[config.mk]
export PLATFORM = sky130hd
export DESIGN_NAME = eq_i2s_rx
export DESIGN_NICKNAME = d
export VERILOG_FILES = /design/src/rtl/eq_i2s_rx.sv
export SDC_FILE = /design/constraint.sdc
export NUM_CORES = 1
export LEC_CHECK = 0
export BUFFER_PORTS_ARGS = -buffer_cell sky130_fd_sc_hd__buf_2
export CAP_MARGIN = 20
export CORE_MARGIN = 2
export CORE_UTILIZATION = 40
export DETAILED_ROUTE_END_ITERATION = 8
export PLACE_DENSITY_LB_ADDON = 0.1
export SLEW_MARGIN = 20
export SYNTH_ARGS = -nofsm -noshare
export SYNTH_HDL_FRONTEND = slang
export SYNTH_SLANG_ARGS = --single-unit
[constraint.sdc]
create_clock -name clk -period 3.95 [get_ports clk]
set_input_delay 1.185 -clock clk [delete_from_list [all_inputs] [get_ports clk]]
set_output_delay 1.185 -clock clk [all_outputs]
set_load 0.02 [all_outputs]
[src/rtl/eq_i2s_rx.sv]
// I2S receiver front end: oversamples bclk/lrclk/sdata in the clk domain and deserializes one channel.
// Define EQ_I2S_RX_MONO_MIX_EN to capture both channels and output the (L+R)>>>1 mono mix instead.
module eq_i2s_rx #(
    parameter int SAMPLE_BITS = 16,
    parameter int CHANNEL_SEL = 0,
    parameter int SYNC_STAGES = 2
) (
    input  logic                          clk,
    input  logic                          rst,
    input  logic                          i2s_bclk,
    input  logic                          i2s_lrclk,
    input  logic                          i2s_sdata,
    output logic signed [SAMPLE_BITS-1:0] sample_out,
    output logic                          sample_valid,
    output logic                          frame_error
);

    localparam int CW = $clog2(SAMPLE_BITS + 1);
    localparam logic [CW-1:0] LAST_BIT = CW'(SAMPLE_BITS - 1);

    typedef enum logic [1:0] {IDLE, SHIFT, SKIP} state_t;

    logic [SYNC_STAGES-1:0] bclk_sync;
    logic [SYNC_STAGES-1:0] lr_sync;
    logic [SYNC_STAGES-1:0] sd_sync;
    logic                   bclk_prev;

    state_t                 state;
    logic [CW-1:0]          cnt;
    logic [SAMPLE_BITS-2:0] shreg;
    logic                   lr_prev;
    logic                   lr_primed;

    logic                   bclk_s;
    logic                   lr_s;
    logic                   sd_s;
    logic                   bclk_rise;
    logic                   lr_edge;
    logic [SAMPLE_BITS-1:0] word_next;

    always_ff @(posedge clk or posedge rst) begin
        if (rst) begin
            bclk_sync <= '0;
            lr_sync   <= '0;
            sd_sync   <= '0;
            bclk_prev <= 1'b0;
        end else begin
            bclk_sync <= {bclk_sync[SYNC_STAGES-2:0], i2s_bclk};
            lr_sync   <= {lr_sync[SYNC_STAGES-2:0], i2s_lrclk};
            sd_sync   <= {sd_sync[SYNC_STAGES-2:0], i2s_sdata};
            bclk_prev <= bclk_sync[SYNC_STAGES-1];
        end
    end

    assign bclk_s    = bclk_sync[SYNC_STAGES-1];
    assign lr_s      = lr_sync[SYNC_STAGES-1];
    assign sd_s      = sd_sync[SYNC_STAGES-1];
    assign bclk_rise = bclk_s & ~bclk_prev;
    // The first sample after reset only primes lr_prev, so a mid-frame release never looks like a channel start.
    assign lr_edge   = lr_primed & (lr_s != lr_prev);
    assign word_next = {shreg, sd_s};

`ifdef EQ_I2S_RX_MONO_MIX_EN
    logic [SAMPLE_BITS-1:0] left_hold;
    logic                   left_ok;
    logic                   right_ch;
    logic signed [SAMPLE_BITS:0] mix_sum;

    assign mix_sum = $signed({left_hold[SAMPLE_BITS-1], left_hold})
                   + $signed({word_next[SAMPLE_BITS-1], word_next});

    always_ff @(posedge clk or posedge rst) begin
        if (rst) begin
            state        <= IDLE;
            cnt          <= '0;
            shreg        <= '0;
            lr_prev      <= 1'b0;
            lr_primed    <= 1'b0;
            sample_out   <= '0;
            sample_valid <= 1'b0;
            frame_error  <= 1'b0;
            left_hold    <= '0;
            left_ok      <= 1'b0;
            right_ch     <= 1'b0;
        end else begin
            sample_valid <= 1'b0;
            frame_error  <= 1'b0;
            if (bclk_rise) begin
                lr_prev   <= lr_s;
                lr_primed <= 1'b1;
                case (state)
                    IDLE: begin
                        if (lr_edge) begin
                            cnt      <= '0;
                            right_ch <= 1'b0;
                            left_ok  <= 1'b0;
                            state    <= lr_s ? SKIP : SHIFT;
                        end
                    end
                    SHIFT: begin
                        if (lr_edge) begin
                            frame_error <= 1'b1;
                            cnt         <= '0;
                            right_ch    <= 1'b0;
                            left_ok     <= 1'b0;
                            state       <= lr_s ? SKIP : SHIFT;
                        end else begin
                            shreg <= word_next[SAMPLE_BITS-2:0];
                            cnt   <= cnt + CW'(1);
                            if (cnt == LAST_BIT) begin
                                if (!right_ch) begin
                                    left_hold <= word_next;
                                    left_ok   <= 1'b1;
                                end else begin
                                    if (left_ok) begin
                                        sample_out   <= SAMPLE_BITS'(mix_sum >>> 1);
                                        sample_valid <= 1'b1;
                                    end
                                    left_ok <= 1'b0;
                                end
                                state <= SKIP;
                            end
                        end
                    end
                    SKIP: begin
                        // A right slot is only worth capturing when this frame's left word arrived intact.
                        if (lr_edge && !lr_s) begin
                            cnt      <= '0;
                            right_ch <= 1'b0;
                            left_ok  <= 1'b0;
                            state    <= SHIFT;
                        end else if (lr_edge && left_ok) begin
                            cnt      <= '0;
                            right_ch <= 1'b1;
                            state    <= SHIFT;
                        end
                    end
                    default: state <= IDLE;
                endcase
            end
        end
    end
`else
    localparam logic SEL_LVL = (CHANNEL_SEL != 0);

    always_ff @(posedge clk or posedge rst) begin
        if (rst) begin
            state        <= IDLE;
            cnt          <= '0;
            shreg        <= '0;
            lr_prev      <= 1'b0;
            lr_primed    <= 1'b0;
            sample_out   <= '0;
            sample_valid <= 1'b0;
            frame_error  <= 1'b0;
        end else begin
            sample_valid <= 1'b0;
            frame_error  <= 1'b0;
            if (bclk_rise) begin
                lr_prev   <= lr_s;
                lr_primed <= 1'b1;
                case (state)
                    IDLE: begin
                        if (lr_edge) begin
                            cnt   <= '0;
                            state <= (lr_s == SEL_LVL) ? SHIFT : SKIP;
                        end
                    end
                    SHIFT: begin
                        // The bit sampled with the lrclk change is the previous word's LSB, never shifted in.
                        if (lr_edge) begin
                            frame_error <= 1'b1;
                            cnt         <= '0;
                            state       <= (lr_s == SEL_LVL) ? SHIFT : SKIP;
                        end else begin
                            shreg <= word_next[SAMPLE_BITS-2:0];
                            cnt   <= cnt + CW'(1);
                            if (cnt == LAST_BIT) begin
                                sample_out   <= word_next;
                                sample_valid <= 1'b1;
                                state        <= SKIP;
                            end
                        end
                    end
                    SKIP: begin
                        if (lr_edge && (lr_s == SEL_LVL)) begin
                            cnt   <= '0;
                            state <= SHIFT;
                        end
                    end
                    default: state <= IDLE;
                endcase
            end
        end
    end
`endif

endmodule

==> results.txt, run 1 <==
- Via count: 1,104
- Final antenna-violating net count: 0
* Biggest area contributors in the synthesized netlist: sky130_fd_sc_hd__dfrtp_1, sky130_fd_sc_hd__mux2_2, sky130_fd_sc_hd__mux2_4
- With fillers left out, the area of the finished cells amounts to 2230 um^2.
* Clock skew: 0.00488 ns
- The number of nets in the synthesized netlist is 136.
- Final Slew Violations: 0
* Fill cell total of the finished layout: 459
- Counting every instance in the synthesized netlist gives 129.
- Global routing used 13.0% of the available tracks across all layers.
- Final layout net count: 162
- Setup TNS: 0 ns
* Initial antenna violation count: 0
- Maximum clock frequency: 0.481 GHz
- Crit Path Max Fanout: 18
* Area share of the largest cell type after synthesis: 61.6%
- Input and output buffers added on the ports amount to 22.
- The worst setup path is of the reg -> reg kind.
- Outcome: completed
- Areal power density over the cells: 457 nW/um^2
- First-pass GRT wire length: 5380 um
* Pin count of the biggest net entering global routing: 50
* Final cycle utilization of the critical path: 52.7%
- Total count of hold-check failures in the final report: 0
- Critical register-to-register path endpoint: shreg[7]
- Root cell of the clock tree: sky130_fd_sc_hd__clkbuf_8
- Dpl hpwl: 1950 um
- Distinct cells, synth: 28
- The congestion estimate from routability-driven global placement came to 0.789.
- WHS Endpoint: lr_sync[1]
* Synth Register Bits: 49
- Cells along the critical path: xnor2_2, o21ba_1, mux2_2
- Setup repair after global routing left no endpoint under its margin.
* Starting density of the core: 41.9%
* Vias per Instance: 4.95
* Ratio of cells with drive above 1 in the final layout: 41.7%
* Cell accounting for the most synthesized area: sky130_fd_sc_hd__dfrtp_1
- The largest single stage delay on the critical path is 0.80 ns.
* Transition time of the tightest slew-check pin: 0.950 ns
- Counting cells, the worst reg-to-reg path comes to 3.
- Number of global-route vias before repair: 1,142
- In the final routed layout, each cell accounts on average for 13.4 um.
- Total Routed Length: 2980 um
- Static Leakage: 1.16 nW
- In this run the critical register-to-register path is launched from lr_sync[1].
- The clock tree synthesis step divided the H-tree into 2 levels.
- In this run the deepest clock path goes through 2 buffers.
- Slew headroom: 36.7%
- Launch point of the worst hold path: lr_sync[0]
- Share of synthesized registers carrying an async set or reset: 100%
* TritonCTS clock tree: built
* First drt pass iteration count: 4
* Critical Path RT: 4.13 ns
* Count of unresolved DRC violations after routing: 0
- Die height: 74.5 um
- Core Footprint: 4750 um^2
- Counting flops with a built-in enable in the synthesized netlist gives 0.
- Row generation in the floorplan step produced 25 rows.
- Counting instances, the worst hold path has a depth of 0.
- CTS hold repair buffers: 0
- Mean post-synth cell area: 15.4 um^2
- Yosys warning count: 0
* Floorplan die area: 5560 um^2
- Counting every sink on the clock net gives 49.
- Across the VDD grid, the largest voltage drop is 0.218 mV.
- The die is 74.5 um wide.
- Setup violation total in the final timing report: 0
* Post-CTS sizing: 0
- Total placed instance area: 2140 um^2
- CP Capture Type: flip-flop
- Global-route congestion overflow total: 0
- The multi-input combinational cells in the finished layout cover a total of 703 um^2.
- After clock tree synthesis, the clock-pin slew on the worst setup and hold paths is 0.08 ns.
- Portion of the post-synthesis area used by sequential elements: 61.6%
- Register Area: 1230 um^2
- Most common cell in the synthesized netlist: sky130_fd_sc_hd__dfrtp_1
- Clk_lat worst skew: 0.29 ns
* Number of primary I/O pins: 23
- The worst setup path is launched from a flip-flop.
- Drt initial violations: 82
- Subtracting the final worst setup slack from the clock period gives 2.08 ns.
- CTS Buf Count: 5
- Highest-delay cell along the critical path: sky130_fd_sc_hd__o21ba_1
- Buffers inserted by post-CTS timing repair: 0
- The most used flip-flop cell after synthesis is sky130_fd_sc_hd__dfrtp_1.
- Hold Crit Class: reg -> reg
- In this run the cell area of the synthesized design comes to 1990 um^2.
- Max-cap violations in this run came to 0.
- Area delta synth->final: 11.9%
- The repair_antennas step left the layout with diodes totalling 0.
* Number of instances in the placed design: 215
- R2R setup slack: 1.87 ns
- Cell types with the highest counts after synthesis: sky130_fd_sc_hd__dfrtp_1, sky130_fd_sc_hd__mux2_2, sky130_fd_sc_hd__mux2_4, sky130_fd_sc_hd__nand2_1, sky130_fd_sc_hd__inv_1
* Post-layout instance count excluding filler cells: 223
- For the worst setup path, the data arrival time is 2.26 ns.
[stage by stage]
stage,setup WS (ns),total power [W],hold WS (ns),util [%]
detailed placement,1.81,0.000746,0.337,45.1
CTS,1.86,0.00103,0.358,46.8
global placement,1.84,0.000742,0.334,45.1
floorplan,1.59,0.000717,0.331,-
finish,1.87,0.00102,0.353,46.8
global route,1.71,0.00108,0.378,46.8
[per-layer routing]
metal,GRT usage (%),share of wire (%)
met5,0,0
met2,20.5,48
met1,17.1,46
met4,4.76,1.6
met3,4.07,4.6
[flip-flops by register name, indices dropped and copies added (netlist names), 2 cells and up]
signal	cells
lr_sync	2
cnt	5
sample_out	16
sd_sync	2
bclk_sync	2
state	2
shreg	15
[critical path, delay by kind of cell (launching register included)]
kind            cells  cell delay [ns]
compound gates      1             0.80
flops               1             0.44
mux                 1             0.41
xor+xnor            1             0.32
[cells in the final DEF, fill, tap and decap left out, types with 3 or more instances in the layout]
master,synthesis,final
sky130_fd_sc_hd__a22o_1,3,3
sky130_fd_sc_hd__mux2_2,26,26
sky130_fd_sc_hd__o21ai_0,3,3
sky130_fd_sc_hd__clkbuf_8,0,5
sky130_fd_sc_hd__dfrtp_1,49,49
sky130_fd_sc_hd__mux2_4,7,7
sky130_fd_sc_hd__inv_1,5,4
sky130_fd_sc_hd__nand3_1,3,3
sky130_fd_sc_hd__nand2_1,7,7
sky130_fd_sc_hd__buf_2,0,22
[worst max path at each step]
stage	to	slack [ns]	from
after global placement	sd_sync[0]	1.84	rst
after CTS	shreg[7]	1.86	lr_sync[1]
final	shreg[7]	1.87	lr_sync[1]
after floorplan	bclk_prev	1.59	rst
after detailed placement	sd_sync[1]	1.81	rst
after global routing	shreg[6]	1.71	lr_sync[1]
[where the power goes]
group	internal, W	switching, W	total, W
logic	0.0000780	0.0000599	0.000138
clock network	0.000125	0.000155	0.000280
registers	0.000548	0.0000506	0.000599
total	0.000751	0.000266	0.00102
[area by class of cell]
class,instances,area share (%)
sequential,49,55.1
clock inverter,1,0.337
clock buffer,7,3.43
tap,67,3.76
multi-input combinational,72,31.6
timing repair buffer,22,4.94
inverter,5,0.899
[cell families (layout without fill, tap and decap cells)]
family / after synthesis / count (layout) / share of synthesized area (%)
DFF: 49 / 49 / 61.6
muxes: 34 / 34 / 20.5
and+or+nand+nor: 24 / 24 / 7.48
AOI/OAI and AO/OA: 11 / 11 / 5.28
buffers and inverters: 8 / 35 / 3.08
adders and majority gates: 2 / 2 / 1.26
xor gates and xnor gates: 1 / 1 / 0.817
Power figures use the tool's default switching activity.
==> run 2, diff against run 1 <==
==> constraint.sdc (replaced) <==
create_clock -name clk -period 2.1 [get_ports clk]
set_input_delay 0.63 -clock clk [delete_from_list [all_inputs] [get_ports clk]]
set_output_delay 0.63 -clock clk [all_outputs]
set_load 0.02 [all_outputs]
==> run 2 against run 1 <==
Die area stayed put. Setup slack got worse by 1.6 ns. Largest cell class unchanged. Critical path type unchanged. Critical endpoint is now sample_out[4]. First-iteration DRC count decreased by 39%. Total power grew 88%. Utilization is 0.61 points higher. Clock-buffer cell count shrank 2. Non-clock buffer count increased by 2.
==> results.txt, run 2 (same netlist as run 1, synthesis figures left out) <==
* Final layout net count: 164 (+1.2%)
* CP Launch Type: flip-flop
* Areal power density over the cells: 848 nW/um^2 (+86%)
* Most common cell after layout, fill and taps aside: sky130_fd_sc_hd__dfrtp_1
* Slew headroom: 51.6% (+15 points)
- The total core area was 4750 um^2 (unchanged).
- The peak fanout along the critical path came to 17 (-1).
- First-pass GRT wire length: 5240 um (-2.7%)
- Number of primary I/O pins: 23 (unchanged)
* Unrepaired setup endpoints after global routing: false
* Buffers inserted by post-CTS timing repair: 0 (unchanged)
- Clock skew: 0.00554 ns (+0.000665 ns)
- Cell-internal power: 0.00141 W (+88%)
- Final antenna-violating net count: 0 (unchanged)
* Drt initial violations: 50 (-39%)
* Setup TNS: 0 ns (unchanged)
* Clock slew at the register clock pins of the worst setup and hold paths: 0.08 ns (about the same)
- The post-route clock period utilization was 88.8% (+36 points).
- Critical Path RT: 2.28 ns (-1.85 ns)
- TritonCTS clock tree: built
* Input/output buffers: 22 (unchanged)
- The share of post-route cells with drive strength above 1 was 43.7% (+2.0 points).
- Routed WL per cell: 13.4 um (+0.24%)
- H-Tree Level Count: 2 (unchanged)
* Hold Crit Class: reg -> reg
- Total placed instance area: 2170 um^2 (+1.3%)
- The slew at the pin closest to its max-slew limit was 0.720 ns (-0.230 ns).
- The critical path in this run is classified as reg -> reg.
- The floorplan die width was 74.5 um (unchanged).
- Floorplan die area: 5560 um^2 (unchanged)
* Setup violation total in the final timing report: 0 (unchanged)
- The hold violation count in the final report is 0 (unchanged).
- Clock network fraction of design power: 27.4% (-0.2 points)
* Total Routed Length: 3010 um (+1.1%)
* RD Place Congestion: 0.814 (+3.1%)
* Dpl hpwl: 2010 um (+3.3%)
* Static Leakage: 1.18 nW (+1.8%)
- The data arrival time of the critical path was 2.05 ns (-0.21 ns).
- CP Capture Type: flip-flop
- The cell sitting at the root of the clock tree is a sky130_fd_sc_hd__clkbuf_8.
* Global-route total usage across every layer: 12.8% (-0.17 points)
- Final Slew Violations: 0 (unchanged)
- The switching fraction of total power came to 26.2% (+0.041 points).
- Leaving out fill and tap cells, the most frequent cells in the layout are sky130_fd_sc_hd__dfrtp_1, sky130_fd_sc_hd__mux2_2, sky130_fd_sc_hd__buf_2.
- Outcome: completed
- Worst IR drop on VDD: 0.442 mV (+100%)
- Post-CTS sizing: 0 (unchanged)
- Clk_lat worst skew: 0.29 ns (about the same)
- The number of iterations in the first detailed-routing pass is 4 (unchanged).
- The via count of the first global-routing pass was 1,082 (-5.3%).
- The number of antenna violations at the first check in global routing was 0 (unchanged).
- The maximum frequency from static timing analysis came to 0.536 GHz (+12%).
- The count of antenna diodes in the layout came to 0 (unchanged).
- The via density per instance was 4.78 (-3.4%).
* Number of flip-flops in the largest register: 16 (unchanged)
- The finished layout cell area was 2260 um^2 (+1.3%).
- Largest reg by FF count: sample_out
- Via count: 1,076 (-2.5%)
- Buffer depth of the longest clock path: 2 (unchanged)
- The number of placement rows is 25 (unchanged).
* CTS Buf Count: 5 (unchanged)
- Starting density of the core: 41.9% (unchanged)
* Net switching power of the design: 0.000500 W (+88%)
- The proportion of power drawn by combinational gates is 13.9% (+0.3 points).
* Leading registers by flop count: sample_out: 16 flops, shreg: 15 flops, cnt: 5 flops
* Reg power frac: 58.7% (-0.2 points)
- Max capacitance violation total: 0 (unchanged)
* Global-route congestion overflow total: 0 (unchanged)
* Tmin final: 1.87 ns (-0.216 ns)
- CTS hold repair buffers: 0 (unchanged)
* Fill cell total of the finished layout: 470 (+2.4%)
* Count of unresolved DRC violations after routing: 0 (unchanged)
* Die height: 74.5 um (unchanged)
- The maximum number of pins on one net before global-route repair is 50 (unchanged).
* Area delta synth->final: 13.3%
- The sink count of the clock tree was 49 (unchanged).
## run 2: metrics by stage
step / utilization (%) / setup slack (ns) / hold slack (ns) / cells / power (W)
after floorplan: - / 0.297 / 0.331 / 129 / 0.00135
after global placement: 45.6 / 0.271 / 0.333 / 217 / 0.00140
after detailed placement: 45.6 / 0.222 / 0.336 / 217 / 0.00141
after CTS: 47.4 / 0.218 / 0.356 / 225 / 0.00195
after global routing: 47.4 / 0.121 / 0.356 / 225 / 0.00202
final: 47.4 / 0.234 / 0.351 / 225 / 0.00191
## run 2: critical path, cell delays in order, from the launching register on
cell and delay [ns]:
sky130_fd_sc_hd__dfrtp_1 0.41, sky130_fd_sc_hd__ha_1 0.23, sky130_fd_sc_hd__and3_1 0.19, sky130_fd_sc_hd__ha_1 0.23, sky130_fd_sc_hd__o2111ai_4 0.28, sky130_fd_sc_hd__mux2_2 0.41
## run 2: per-layer routing
layer	up-vias	wire length [um]	track usage, %
li1	514	-	-
met1	536	1430	17.2
met2	24	1390	19.0
met3	2	171	4.74
met4	0	22	5.36
met5	-	0	0
## run 2: path summary, 6_finish.rpt
kind	start	end	slack [ns]	cells past startpoint
max	cnt[0]	sample_out[4]	0.23	5
min	bclk_sync[0]	bclk_sync[1]	0.35	0
max reg2reg	cnt[0]	sample_out[4]	0.23	5
min reg2reg	bclk_sync[0]	bclk_sync[1]	0.35	0
max in group asynchronous	rst	sample_out[5]	1.52	3
min in group asynchronous	rst	sample_out[7]	0.36	3
## run 2: final cells by class
cell class	count	area [um^2]	area share, %
Sequential cell	49	1230	54.4
Multi-Input combinational cell	72	703	31.2
Timing Repair Buffer	24	138	6.10
Tap cell	67	83.8	3.72
Clock buffer	5	68.8	3.05
Inverter	5	18.8	0.832
Clock inverter	3	17.5	0.776
## run 2: power by group through the flow
| stage | combinational [W] | sequential (W) | clock [W] |
|---|---|---|---|
| 4_1_cts | 0.000273 | 0.00112 | 0.000555 |
| 6_report | 0.000266 | 0.00112 | 0.000524 |
| 5_1_grt | 0.000293 | 0.00114 | 0.000593 |
| 2_1_floorplan | 0.000231 | 0.00112 | 0 |
| 3_5_place_dp | 0.000268 | 0.00114 | 0 |
| 3_3_place_gp | 0.000265 | 0.00114 | 0 |
